`src/rtl/amba_pkg.sv`:
```
// amba_pkg: shared AHB-lite types, bus widths and byte-enable helpers.
//   DWIDTH / AWIDTH : data and byte-address bus widths
//   htrans_t        : transfer type encoding
//   HSIZE_*         : supported transfer sizes
//   slv_state_t     : responder FSM states
//   be_from_size()  : lane enables for a transfer size and address offset
//   size_ok()       : 1 when the transfer size is one the responder stores/returns
package amba_pkg;

   localparam int DWIDTH = 32;
   localparam int AWIDTH = 32;

   typedef enum logic [1:0] {
      HTRANS_IDLE   = 2'b00,
      HTRANS_BUSY   = 2'b01,
      HTRANS_NONSEQ = 2'b10,
      HTRANS_SEQ    = 2'b11
   } htrans_t;

   localparam logic [2:0] HSIZE_BYTE = 3'd0;
   localparam logic [2:0] HSIZE_HALF = 3'd1;
   localparam logic [2:0] HSIZE_WORD = 3'd2;

   typedef enum logic [1:0] {
      ST_IDLE = 2'd0,
      ST_WAIT = 2'd1,
      ST_DATA = 2'd2
   } slv_state_t;

   // Unsupported sizes produce no lane enables, so they never write.
   function automatic logic [3:0] be_from_size(input logic [2:0] hsize, input logic [1:0] addr);
      logic [3:0] be;
      be = 4'b0000;
      case (hsize)
         HSIZE_BYTE: be = 4'b0001 << addr;
         HSIZE_HALF: be = addr[1] ? 4'b1100 : 4'b0011;
         HSIZE_WORD: be = 4'b1111;
         default:    be = 4'b0000;
      endcase
      return be;
   endfunction

   function automatic logic size_ok(input logic [2:0] hsize);
      logic ok;
      case (hsize)
         HSIZE_BYTE, HSIZE_HALF, HSIZE_WORD: ok = 1'b1;
         default:                            ok = 1'b0;
      endcase
      return ok;
   endfunction

endpackage

```
`src/rtl/amba_be_ram.sv`:
```
// amba_be_ram: DEPTH x 32-bit storage with a byte-lane-masked write port
// and a combinational read port. Contents are not reset.
//   clk   : write clock
//   we    : write strobe
//   be    : per-lane write enables (lane 0 = bits 7:0)
//   waddr : write word index
//   wdata : write data, lane n taken from bits 8n+7:8n
//   raddr : read word index
//   rdata : stored word at raddr (combinational)
module amba_be_ram
   import amba_pkg::*;
#(
   parameter int DEPTH = 16,
   localparam int IW   = $clog2(DEPTH)
) (
   input  logic              clk,
   input  logic              we,
   input  logic [3:0]        be,
   input  logic [IW-1:0]     waddr,
   input  logic [DWIDTH-1:0] wdata,
   input  logic [IW-1:0]     raddr,
   output logic [DWIDTH-1:0] rdata
);

   logic [DWIDTH-1:0] mem_r [DEPTH];

   // Lane-masked write; unenabled lanes keep their previous contents.
   always_ff @(posedge clk) begin
      for (int b = 0; b < 4; b++) begin
         if (we && be[b]) begin
            mem_r[waddr][8*b +: 8] <= wdata[8*b +: 8];
         end
      end
   end

   assign rdata = mem_r[raddr];

endmodule

```
`src/rtl/amba_slave_mem.sv`:
```
// amba_slave_mem: AHB-lite memory responder with programmable wait states.
// Sole slave on the bus, so there is no hsel and every response is OKAY.
//   clk, rst_n : clock (rising edge), asynchronous active-low reset
//   haddr      : byte address (address phase)
//   hwrite     : 1 = write, 0 = read (address phase)
//   hsize      : 0 byte, 1 half, 2 word; larger sizes complete but do nothing
//   htrans     : IDLE/BUSY ignored, NONSEQ/SEQ start a transfer
//   hwdata     : write data (data phase), narrow data replicated on all lanes
//   hready     : low during inserted wait cycles, high otherwise
//   hrdata     : read data, valid while hready=1 in a read data phase
module amba_slave_mem
   import amba_pkg::*;
#(
   parameter int DEPTH       = 16,
   parameter int WAIT_STATES = 0
) (
   input  logic              clk,
   input  logic              rst_n,
   input  logic [AWIDTH-1:0] haddr,
   input  logic              hwrite,
   input  logic [2:0]        hsize,
   input  logic [1:0]        htrans,
   input  logic [DWIDTH-1:0] hwdata,
   output logic              hready,
   output logic [DWIDTH-1:0] hrdata
);

   localparam int         IW       = $clog2(DEPTH);
   localparam logic [3:0] WS_INIT  = 4'(WAIT_STATES);
   localparam logic       HAS_WAIT = (WAIT_STATES > 0);

   slv_state_t        state_r, state_s;
   logic [3:0]        cnt_r, cnt_s;
   logic [IW+1:0]     addr_r;
   logic              write_r;
   logic [2:0]        size_r;
   logic [DWIDTH-1:0] hrdata_r;

   logic              hready_s;
   logic              accept_s;
   logic              data_s;
   logic              rd_phase_s;
   logic [3:0]        be_s;
   logic [DWIDTH-1:0] ram_rdata_s;
   logic [DWIDTH-1:0] rd_word_s;

   assign hready_s   = (state_r != ST_WAIT);
   assign accept_s   = hready_s & htrans[1];
   assign data_s     = (state_r == ST_DATA);
   assign rd_phase_s = data_s & ~write_r;
   assign be_s       = be_from_size(size_r, addr_r[1:0]);

   // Next-state and wait-counter logic.
   always_comb begin
      state_s = state_r;
      cnt_s   = cnt_r;
      case (state_r)
         ST_IDLE, ST_DATA: begin
            if (accept_s && HAS_WAIT) begin
               state_s = ST_WAIT;
               cnt_s   = WS_INIT;
            end else if (accept_s) begin
               state_s = ST_DATA;
               cnt_s   = 4'd0;
            end else begin
               state_s = ST_IDLE;
               cnt_s   = 4'd0;
            end
         end
         ST_WAIT: begin
            cnt_s = cnt_r - 4'd1;
            if (cnt_r == 4'd1) begin
               state_s = ST_DATA;
            end else begin
               state_s = ST_WAIT;
            end
         end
         default: begin
            state_s = ST_IDLE;
            cnt_s   = 4'd0;
         end
      endcase
   end

   // FSM state and wait counter registers.
   always_ff @(posedge clk or negedge rst_n) begin
      if (!rst_n) begin
         state_r <= ST_IDLE;
         cnt_r   <= 4'd0;
      end else begin
         state_r <= state_s;
         cnt_r   <= cnt_s;
      end
   end

   // Address-phase latch; only updated when a transfer is accepted.
   always_ff @(posedge clk or negedge rst_n) begin
      if (!rst_n) begin
         addr_r  <= '0;
         write_r <= 1'b0;
         size_r  <= 3'd0;
      end else if (accept_s) begin
         addr_r  <= haddr[IW+1:0];
         write_r <= hwrite;
         size_r  <= hsize;
      end
   end

   // Upper address bits are dropped, so the array aliases every DEPTH*4 bytes.
   amba_be_ram #(
      .DEPTH (DEPTH)
   ) u_ram (
      .clk   (clk),
      .we    (data_s & write_r),
      .be    (be_s),
      .waddr (addr_r[IW+1:2]),
      .wdata (hwdata),
      .raddr (addr_r[IW+1:2]),
      .rdata (ram_rdata_s)
   );

   assign rd_word_s = size_ok(size_r) ? ram_rdata_s : '0;

   // Remember the last returned read word so hrdata holds between reads.
   always_ff @(posedge clk or negedge rst_n) begin
      if (!rst_n) begin
         hrdata_r <= '0;
      end else if (rd_phase_s) begin
         hrdata_r <= rd_word_s;
      end
   end

   // The read word is taken straight from the array during the data phase so a
   // write committed on the preceding edge is already visible.
   assign hrdata = rd_phase_s ? rd_word_s : hrdata_r;
   assign hready = hready_s;

endmodule

```
`config.mk`:
```
export PLATFORM = sky130hd
export DESIGN_NAME = amba_slave_mem
export DESIGN_NICKNAME = d
export VERILOG_FILES = /design/src/rtl/amba_pkg.sv /design/src/rtl/amba_be_ram.sv /design/src/rtl/amba_slave_mem.sv
export SDC_FILE = /design/constraint.sdc
export NUM_CORES = 1
export LEC_CHECK = 0
export ABC_CLOCK_PERIOD_IN_PS = 2300
export CAP_MARGIN = 20
export CELL_PAD_IN_SITES_DETAIL_PLACEMENT = 1
export CELL_PAD_IN_SITES_GLOBAL_PLACEMENT = 2
export CORE_AREA = 10 10 232 234
export CTS_BUF_LIST = sky130_fd_sc_hd__clkbuf_2
export CTS_CLUSTER_SIZE = 40
export DETAILED_ROUTE_END_ITERATION = 8
export DIE_AREA = 0 0 242 244
export PLACE_DENSITY_LB_ADDON = 0.1
export REMOVE_ABC_BUFFERS = 1
export SLEW_MARGIN = 10
export SYNTH_ARGS = -nofsm -noshare
export SYNTH_HDL_FRONTEND = slang
export SYNTH_SLANG_ARGS = --single-unit
```
`constraint.sdc`:
```
create_clock -name clk -period 2.3 [get_ports clk]
set_clock_uncertainty 0.15 [all_clocks]
set_input_delay 0.23 -clock clk [delete_from_list [all_inputs] [get_ports clk]]
set_output_delay 0.23 -clock clk [all_outputs]
set_load 0.01 [all_outputs]
```
### Word level (Yosys, flattened, before mapping)

Memory sizes are Yosys's and may differ from the RTL's.
Index checks and enable logic that the tools add are counted.

* flip-flop bits (word level): 48
* RAM bits: 512
* logic and storage cells: 44
* memories kept: 1

* add/subtract/negate cells: 1
* equality and inequality tests: 6
* shift-type cells: 1
* muxes and demuxes: 17
* bitwise gates (word level): 4
* reduce and logical (&&, ||, !) cells: 8

Memories
* u_ram.mem_r: words 16, width 32, rd ports 1, clocked after Yosys merged registers in 0, wr ports 1, line amba_be_ram.sv:25 `logic [DWIDTH-1:0] mem_r [DEPTH];`

Operators with widths (number)
* 32-bit 2-to-1 mux: 2
* 4-bit case mux with 3 select lines: 1
* 1-bit 2-to-1 mux: 9
* 4-bit 2-to-1 mux: 2
* 4-bit by 1-bit equality test with 1-bit output, second input constant: 1
* 1-bit logical AND: 4
* 2-bit 2-to-1 mux: 2
* 2-bit case mux with 2 select lines: 1
* 1-bit by 2-bit left shift with 4-bit output, first input constant: 1
* 4-bit by 1-bit subtractor with 4-bit output, second input constant: 1
* 1-bit bitwise AND: 3
* 3-bit by 1-bit equality test with 1-bit output, second input constant: 1
* 3-bit by 2-bit equality test with 1-bit output, second input constant: 1
* 3-bit logical NOT: 1
* 3-bit OR reduction: 1
* 2-bit by 1-bit equality test with 1-bit output, second input constant: 1
* 2-bit equality test, second input constant: 1
* 2-bit logical NOT: 1
* 2-bit by 1-bit inequality test with 1-bit output, second input constant: 1
* 2-bit OR reduction: 1
* 1-bit inverter: 1

### Depth between registers and ports, before layout

* depth after elaboration: 5
* gate-level depth with buffers: 7
* mapped depth without buffers: 4

### Hierarchy

Synthesis repeated with hierarchy kept, for this count alone.

* cell total of the unflattened synthesis: 1008
* area total of the unflattened synthesis: 21359.2 um2

Modules (own cells, without submodules)
* amba_be_ram: instances 1, cells each 877, area each 19458.7 um2, sequential area each 15374.7 um2
* amba_slave_mem: instances 1, cells each 131, area each 1900.6 um2, sequential area each 1201.2 um2

### Worst setup path before layout

OpenSTA, ideal clock, no wires.

* kind: register to register
* start point: reg state_r[0]
* end point: mem u_ram.mem_r[15][0], enable pin
* setup time: 0.370 ns
* arrival: 1.735 ns
* slack: 0.045 ns
* stages on the path, launching flop included: 6
* buffers on the path: 1
* period minus slack after synthesis: 2.255 ns
* path through: dfrtp_1 nand2b_1 nor4b_4 o21ai_1 buf_2 nor2_1

* longest elaborated chain between the ends: 5

Ends and longest elaborated chain
* start, declared: line amba_slave_mem.sv:32 `slv_state_t state_r, state_s;`
* start signal, assigned: line amba_slave_mem.sv:91 `state_r <= state_s;`
* 2-bit equality test: line amba_slave_mem.sv:49 `assign data_s = (state_r == ST_DATA);`
* 1-bit bitwise AND: line amba_slave_mem.sv:114 `.we (data_s & write_r),`
* 1-bit logical AND: line amba_be_ram.sv:30 `if (we && be[b]) begin`
* 1-bit 2-to-1 mux: line amba_be_ram.sv:30
* 1-bit 2-to-1 mux (implied by the code): line amba_be_ram.sv:31 `mem_r[waddr][8*b +: 8] <= wdata[8*b +: 8];`
* end, declared: line amba_be_ram.sv:25

Every way passes these cells.

### Worst setup path in the final report

* start point: reg addr_r[2]
* end point: out hrdata[3]

* longest elaborated chain between the ends: 3

Ends and longest elaborated chain
* start, declared: line amba_slave_mem.sv:34 `logic [IW+1:0] addr_r;`
* start signal, assigned: line amba_slave_mem.sv:103 `addr_r <= haddr[IW+1:0];`
* memory read 16 x 32 bit
* 32-bit 2-to-1 mux: line amba_slave_mem.sv:122 `assign rd_word_s = size_ok(size_r) ? ram_rdata_s : '0;`
* 32-bit 2-to-1 mux
* end, declared: line amba_slave_mem.sv:25 `output logic [DWIDTH-1:0] hrdata`

Every way passes these cells.

==> metrics <==
status complete, but fails checks; failing checks setup timing; Top Family by Delay on Critical Path buffers and inverters; crit path cell chain buf_12 > buf_16 > buf_12 > buf_4 > mux4_2 > a22oi_2 > o211ai_1 > buf_2; largest net degree at the start of global routing 49; GRT Resource Usage Total 19.4%; Sw Ratio 25.4%; post-route non-filler standard cell count ~2,200; P_leak 9.74 nW; # fillers around 4,500; vias per cell 5.28; DP HPWL 32,700 um; core area 49,500 um2; Crit path required time 1920 ps; initial DRC count 785; CTS tree yes; Final Hold Vio Count 0; DRC violations left 0; antenna violations before repair 1; Tightest Hold Check Type input port to register; Peak VDD IR 0.384 mV; crit-path max FO 5; initial core utilization 43.3%; Multi-input gate area ~5000 um2; Max stage delay on crit path 520 ps; First-pass DRT Iterations 4; CTS Buffer Depth 3; Layout Nets 1,532; DIE HEIGHT 244 um; via count 11,862; maxcap violations 0; Worst path most repeated cell buf_12; TritonCTS Buffers 145; Setup crit end kind output pin; clk slew on worst S/H paths 100 ps; FF+latch area 16,600 um2; Post-DP Area 24,200 um2; Port Buffer Count 77; Avg Cell Area, Syn 21.3 um2; Final Power 21.3 mW; CTS Sinks 560; DP Worst Slack -453 ps; yosys warns 0; final instance area 27,900 um2; sw power between 5 and 6 mW; later-pin clock latency in the skew report 1280 ps; Sequential Power Share 53.2%; Inst Count DP about 1,800; vias in the first global route 12,951; global-route wire length before repair 84,000 um; share of the synthesized area in the top cell type between 70% and 80%; Slew headroom a little over two fifths; # IOs between 100 and 150; max-slew violations 0; die width 242 um; DIE AREA 59,000 um2; P&R area growth vs syn 30.5%; htree depth 4; Max Fclk 0.272 GHz; power density cells 763 nW/um2; Tightest Pin Transition between 800 and 900 ps; combinational power share 12.2%; Post-DRT Antenna Nets 0; CTS Root Cell clkbuf_2; RSZ-0062 raised after global routing true; Detailed Route WL roughly 57,000 um; WP buf/inv 5; CP Data Arrival Time around 3300 ps; Final setup viols 50; Area contributors post-synth edfxtp_1 72%, mux4_2 13%, dfrtp_1 5.6%, mux2i_1 1.5%, nor2_1 1.3%; Worst Slack Setup Final -1370 ps; min cycle time layout 3670 ps; register area share after synthesis just under 80%; synthesized area 21,400 um2; critical path launch point type register; Slowest cell on crit path dfrtp_4; total congestion overflow 0; internal power 15.9 mW; Final Cycle Share 160%; clock share of power 34.6%; cell taking the most area after synthesis edfxtp_1; post-synthesis cell type count 36; Setup CP Type register to output pin; DR WL/cell around 26 um; RePlAce Congestion 0.770; Cell Rows 82; cell count after synthesis 1,004; share of cells above drive strength 1 47.0%; Seq cells post-synth 560
-- cell families after synthesis --
| family | share of synthesized area (%) |
|---|---|
| AOI/OAI and AO/OA | 2.42 |
| xor gates and xnor gates | 0.0818 |
| adders and majority gates | 0.117 |
| buffers and inverters | 1.58 |
| DFF | 77.4 |
| muxes | 15.5 |
| and+or+nand+nor | 2.93 |
-- synth_stat cells (all sizes together) --
master	count
buf	43
nor4b	1
xnor2	2
nand4	1
nor2	73
nand2b	2
o21ai	4
nor2b	5
or2	1
mux2	10
and2	1
a21boi	1
inv	4
dfrtp	48
o211ai	32
o22ai	1
mux2i	32
or3b	2
edfxtp	512
ha	2
nor3	2
and2b	1
nand2	43
a22oi	32
clkbuf	11
mux4	128
a21oi	1
nand3	6
nor4	2
nand3b	1
-- final timing paths --
check	from	to	slack, ps	depth (start not counted)
min reg2reg	cnt_r[0]$_DFF_PN0_	cnt_r[0]$_DFF_PN0_	350	1
max reg2reg	addr_r[2]$_DFFE_PN0P_	hrdata_r[2]$_DFF_PN0_	-1250	21
max in group asynchronous	rst_n	addr_r[3]$_DFFE_PN0P_	1070	6
max	addr_r[2]$_DFFE_PN0P_	hrdata[3]	-1370	8
min in group asynchronous	rst_n	hrdata_r[1]$_DFF_PN0_	580	6
min	hwdata[3]	u_ram.mem_r[9][3]$_DFFE_PP_	290	2
-- placed cells by master (no fill, tap or decap), drive strengths merged, types with 3 or more instances in the layout --
| master | Yosys | layout |
|---|---|---|
| edfxtp | 512 | 512 |
| mux2i | 32 | 32 |
| dfrtp | 48 | 48 |
| nand2 | 43 | 43 |
| clkinvlp | 0 | 3 |
| dlygate4sd3 | 0 | 57 |
| buf | 43 | 257 |
| mux2 | 10 | 10 |
| inv | 4 | 6 |
| mux4 | 128 | 128 |
| o211ai | 32 | 32 |
| nor2b | 5 | 5 |
| bufinv | 0 | 7 |
| nand3 | 6 | 6 |
| clkbuf | 11 | 218 |
| clkdlybuf4s50 | 0 | 43 |
| a22oi | 32 | 32 |
| o21ai | 4 | 4 |
| nor2 | 73 | 73 |
| clkinv | 0 | 37 |
-- state kept, by name (all words and copies together) (netlist names) --
register	count
state_r	2
write_r	1
size_r	3
u_ram.mem_r	512
hrdata_r	32
addr_r	6
cnt_r	4
-- power by group through the flow --
stage / Combinational [mW] / Sequential [mW] / Clock [mW]
2_1_floorplan: 0.981 / 11.7 / 0
3_3_place_gp: 1.98 / 11.6 / 0
3_5_place_dp: 2.01 / 11.6 / 0
4_1_cts: 2.43 / 11.3 / 7.66
5_1_grt: 2.77 / 11.4 / 8.23
6_report: 2.59 / 11.3 / 7.38
-- timing repair --
action	4_1_cts	5_1_grt
endpoints found under the hold margin	571	0
pin swaps	45	24
setup endpoints to repair	210	264
hold buffers	58	0
resized for setup	248	124
cloned	10	4
setup buffers	45	28
-- layout make-up --
type / instances / area share [%]
Sequential cell: 560 / 59.4
Multi-Input combinational cell: 386 / 18.1
Timing Repair Buffer: 361 / 14.2
Clock buffer: 214 / 3.83
Tap cell: 672 / 3.01
Clock inverter: 49 / 1.42
Inverter: 4 / 0.0537
Antenna cell: 1 / 0.00896
-- per-layer routing --
layer	up-vias	share of wire, %	GRT usage [%]
met1	6339	46	26.6
met2	313	48	30.0
li1	5154	-	-
met4	0	1.5	6.18
met3	56	4.8	5.22
met5	-	0	0
-- metrics by stage --
step / utilization (%) / setup TNS (ps) / hold WS [ps]
floorplan: - / -2320450 / -216
global placement: 48.8 / -11310 / 121
detailed placement: 48.8 / -11990 / 124
CTS: 55.0 / -47750 / 73.7
global route: 56.5 / -55220 / 163
finish: 56.5 / -41670 / 290
(Power assumes the default switching activity.)
==> RTL change 1, RTL diff (config.mk and constraints unchanged) <==
The package constant `DWIDTH` goes from 32 to 40.
--- a/src/rtl/amba_pkg.sv
+++ b/src/rtl/amba_pkg.sv
@@ -7,7 +7,7 @@
 //   size_ok()       : 1 when the transfer size is one the responder stores/returns
 package amba_pkg;
 
-   localparam int DWIDTH = 32;
+   localparam int DWIDTH = 40;
    localparam int AWIDTH = 32;
 
    typedef enum logic [1:0] {
Ports: changed (resized hrdata and hwdata); port bits go from 105 to 121. No check against the original RTL was run, so the function may have changed too.
==> RTL change 1 against the original RTL <==
The run still ends with negative setup slack left. Cell area rose by 1.6%. Die area unchanged. Wire length shrank 0.28%. Global-route usage is 0.14 points higher. Area after synthesis increased by 1.2%. Combinational power is 4% lower. Worst setup slack better by 48 ps. Utilization up 0.91 points. Power decreased by 2.1%. Non-clock buffer count shrank 7. Sequential cell count grew 8. Critical path type unchanged.
==> RTL change 1: results (changes against the original RTL) <==
- The flow ran to the end, but the final reports show violations.
- The checks that failed: negative setup slack.
- The worst-path maximum fanout is 6 (+1).
- The count of input and output buffers is 85 (+10%).
- The number of nets in the layout came to 1,550 (+1.2%).
- The routed via count is 11,800 (-0.35%).
- The total iterations of the first detailed-routing run is 7 (+3).
- The flip-flop count of the largest register, all copies and words added was 512 (unchanged).
- The number of fill cells is 4,465 (-0.91%).
- The detailed placer's ending HPWL was 32,400 µm (-1.0%).
- The share of synthesized area occupied by flip-flops and latches came to 0.774 (about the same).
- The total routed wirelength was 57,300 µm (-0.28%).
- The arrival time of data at the critical path endpoint is 3240 ps (-50 ps).
- The final number of setup-violating endpoints is 553 (+1000%).
- The worst ir drop on vdd is 0.000444 V (+15%).
- The clock latency of the later-clocked register in the worst-skew pair was 1300 ps (+20 ps).
- The routed via count divided by cell count is 5.26 (-0.43%).
- The synthesized netlist cell count is 1,021 (+1.7%).
- The global-route wire length before repair is 84,300 µm (+0.38%).
- The leakage power figure came to 9.89 nW (+1.6%).
- The number of placed instances, taps included is 1,880 (+2.1%).
- The minimum setup slack in the final design is -1320 ps (+48.3 ps).
- The total net switching power came to 0.00539 W (-0.30%).
- The worst reg-to-reg path cell count is 11 (-48%).
- By area the synthesized netlist is led by edfxtp_1 (71%), mux4_2 (13%), dfrtp_1 (6.5%).
- In the final layout, the registers with the most flip-flops are u_ram.mem_r x512, hrdata_r x40, addr_r x6.
- The global-route total usage across every layer is 0.196 (+0.00142).
- The cell area after placement is 24,500 µm² (+1.6%).
- The largest net degree at the start of global routing is 41 (-16%).
- The number of global-route vias before repair is 13,000 (+0.68%).
- The initial DRC count is 763 (-2.8%).
- The weighted congestion at the end of routability-driven global placement is 0.727 (-5.5%).
- By count the netlist is led by edfxtp_1 (512), mux4_2 (128), nor2_1 (73), dfrtp_1 (56), nand2_1 (43).
- The transition time at the pin with the least slew margin is 905 ps (+45.9 ps).
RTL change 1: logic make-up (layout without fill, tap and decap cells):
logic type | after synthesis | in the layout | synth area share
flops | 568 | 568 | 0.774
mux | 170 | 170 | 0.153
simple gates | 149 | 149 | 0.0313
compound gates | 71 | 72 | 0.0246
buf+inv | 59 | 613 | 0.0155
fa+ha+maj | 2 | 2 | 0.00115
xor+xnor | 2 | 2 | 0.000808
other cells | 0 | 1 | 0
RTL change 1: power by group through the flow:
stage | registers, W | clock network, W | logic, W
6_report | 0.0115 | 0.00691 | 0.00249
5_1_grt | 0.0115 | 0.00771 | 0.00267
4_1_cts | 0.0115 | 0.00715 | 0.00239
3_5_place_dp | 0.0117 | 0 | 0.00203
3_3_place_gp | 0.0117 | 0 | 0.00201
2_1_floorplan | 0.0119 | 0 | 0.000986
RTL change 1: cell type report:
| cell class | count | share of cell area |
|---|---|---|
| tap | 672 | 0.0296 |
| antenna | 1 | 0.0000881 |
| clock buffer | 213 | 0.0375 |
| clock inverter | 42 | 0.00868 |
| timing repair buffer | 354 | 0.145 |
| multi-input combinational | 395 | 0.187 |
| inverter | 4 | 0.000529 |
| sequential | 568 | 0.591 |
RTL change 1: timing repair:
item                                   CTS  global route
setup endpoints to repair              553           553
pin swaps                               61            65
resized for setup                      385           153
gates cloned                            11             3
buffers inserted                        32            13
endpoints found under the hold margin  579             0
hold buffers                            58             0
RTL change 1: path summary, 6_finish.rpt:
kind                            startpoint                  to  slack (ps)
worst max-delay path             addr_r[2]          hrdata[23]       -1320
worst min-delay path            hwdata[19]  u_ram.mem_r[7][19]         270
worst max register to register  state_r[0]  u_ram.mem_r[8][27]        -220
worst min register to register    cnt_r[0]            cnt_r[0]         340
max in group asynchronous            rst_n        hrdata_r[16]        1010
min in group asynchronous            rst_n          state_r[0]         380
RTL change 1: per-layer routing:
layer | vias up | track usage | share of wire
li1 | 5189 | - | -
met1 | 6237 | 0.240 | 0.41
met2 | 317 | 0.334 | 0.53
met3 | 78 | 0.0464 | 0.042
met4 | 0 | 0.0716 | 0.018
met5 | - | 0 | 0
RTL change 1: critical path: stages, from the launching register on:
cell	delay, ps
dfrtp_4	480
buf_12	170
buf_16	160
buf_6	100
mux4_2	490
a22oi_2	220
o211ai_1	160
buf_2	180
RTL change 1: metrics by stage:
stage	power [W]	worst slack [ps]	hold WS (ps)	setup TNS (ps)
finish	0.0209	-1320	266	-114870
global route	0.0219	-1530	201	-155320
CTS	0.0210	-1520	107	-88560
detailed placement	0.0138	-443	148	-70940
global placement	0.0137	-441	144	-63360
floorplan	0.0129	-4410	-216	-2314920
==> RTL change 2, RTL diff (config.mk and constraints unchanged) <==
Made on the original files. Encoding of `slv_state_t`: now one-hot (3 bits for 3 states).
--- a/src/rtl/amba_pkg.sv
+++ b/src/rtl/amba_pkg.sv
@@ -21,10 +21,10 @@
    localparam logic [2:0] HSIZE_HALF = 3'd1;
    localparam logic [2:0] HSIZE_WORD = 3'd2;
 
-   typedef enum logic [1:0] {
-      ST_IDLE = 2'd0,
-      ST_WAIT = 2'd1,
-      ST_DATA = 2'd2
+   typedef enum logic [2:0] {
+      ST_IDLE = 3'b001,
+      ST_WAIT = 3'b010,
+      ST_DATA = 3'b100
    } slv_state_t;
 
    // Unsupported sizes produce no lane enables, so they never write.
Behaviour: same outputs for any inputs over 4 cycles, from zero or initial values and one cycle with rst_n low; so few cycles prove little.
==> RTL change 2 against the original RTL <==
The flow still finishes with violations (negative setup slack). Wire length is 1.0% higher. Sequential cell count is 1 higher. Cell area is 0.54% higher. Count of clock-buffer cells in the layout is 4 lower. Die area stayed put. Utilization is 0.31 points higher. Highest routed layer unchanged. Combinational power is 29% higher. Critical endpoint is now hrdata[12]. Area after synthesis is 0.58% higher. Worst setup slack worse by 48 ps. Clock power is 5.3% lower. Power is 2.5% higher.
==> RTL change 2: results (changes against the original RTL) <==
- The wire length per cell after detailed routing is 25.6 µm (-0.14%).
- The number of multi-input combinational cells in the layout was 395 (+2.3%).
- The routed via count divided by cell count came to 5.31 (+0.64%).
- The parity-gate share of the synthesized area counting xor and xnor cells is 0.00122 (+0.000402).
- The cell area after placement is 24,400 µm² (+1.1%).
- The number of non-clock buffers was 380 (+5.3%).
- The adder-cell share of the synthesized area was 0.00116 (-0.00000678).
- The non-clock inverter instance count of the final layout is 3 (-1).
- The number of flip-flops and latches in the synthesized netlist is 561 (+0.18%).
- The largest net degree at the start of global routing was 34 (-31%).
- The cts-stage hold buffer count is 66 (+14%).
- Counting instances in the post-synthesis netlist gives the leading cell types as edfxtp_1 (512), mux4_2 (125), nor2_1 (76), dfrtp_1 (48), mux2i_1 (33).
- The number of nets in the layout is 1,561 (+1.9%).
- The final reports fail on negative setup slack.
- The number of distinct standard cells referenced by the synthesized netlist came to 41 (+14%).
- The weighted congestion at the end of routability-driven global placement was 0.741 (-3.8%).
- The synthesized area per cell is 21.1 µm² (-0.90%).
- The final-layout worst hold slack came to 220 ps (-69.8 ps).
- Sorting the synthesized cells by area gives the leading types as edfxtp_1 (71%), mux4_2 (13%), dfrtp_1 (5.6%).
- The final number of setup-violating endpoints is 58 (+16%).
- The portion of the layout cell area used by clock cells was 0.0483 (-0.00429).
- The initial DRC count was 777 (-1.0%).
- The total clock buffers created by CTS is 146 (+0.69%).
- The worst-path maximum fanout is 8 (+3).
- The worst slack at placement is -417 ps (+36.6 ps).
- The number of fill cells is 4,531 (+0.55%).
- The arrival time of data at the critical path endpoint was 3340 ps (+50 ps).
- The share of synthesized area occupied by flip-flops and latches was 0.771 (-0.00327).
- The startpoint of the most critical hold path is hwdata[11].
- The run finished, with violations left.
- The launching instance or port of the critical path is addr_r[3].
- The minimum setup slack in the final design is -1420 ps (-48.4 ps).
- The tightest slew margin relative to the limit is 0.359 (-0.0688).
- The number of non-filler instances in the completed layout came to 2,273 (+1.2%).
- The clock buffer count in the final layout came to 210 (-1.9%).
- The register area was 16,600 µm² (+0.17%).
[RTL change 2: changes by cell type after synthesis, moves of 3 or more]
cell	delta
nand4_1	+29
nand2_1	-28
buf_1	-4
nor2_1	+3
clkbuf_1	+12
mux4_2	-3
[RTL change 2: path summary, 6_finish.rpt]
check	end	cells after the start
max	hrdata[12]	6
min	u_ram.mem_r[9][11]	2
max reg2reg	u_ram.mem_r[2][1]	9
min reg2reg	cnt_r[0]	1
max in group asynchronous	state_r[0]	6
min in group asynchronous	hrdata_r[1]	5
[RTL change 2: where the power goes]
group          internal (W)  switching, W  total, W
sequential           0.0114      0.000130    0.0115
combinational       0.00174       0.00162   0.00335
clock               0.00291       0.00408   0.00699
[RTL change 2: metal layers]
layer	vias up	part of all wire	GRT usage	wire length (µm)
met5	-	0	0	0
met4	0	0.022	0.0716	1280
met3	82	0.046	0.0535	2650
met2	294	0.50	0.327	28900
met1	6427	0.43	0.254	25200
li1	5273	-	-	-
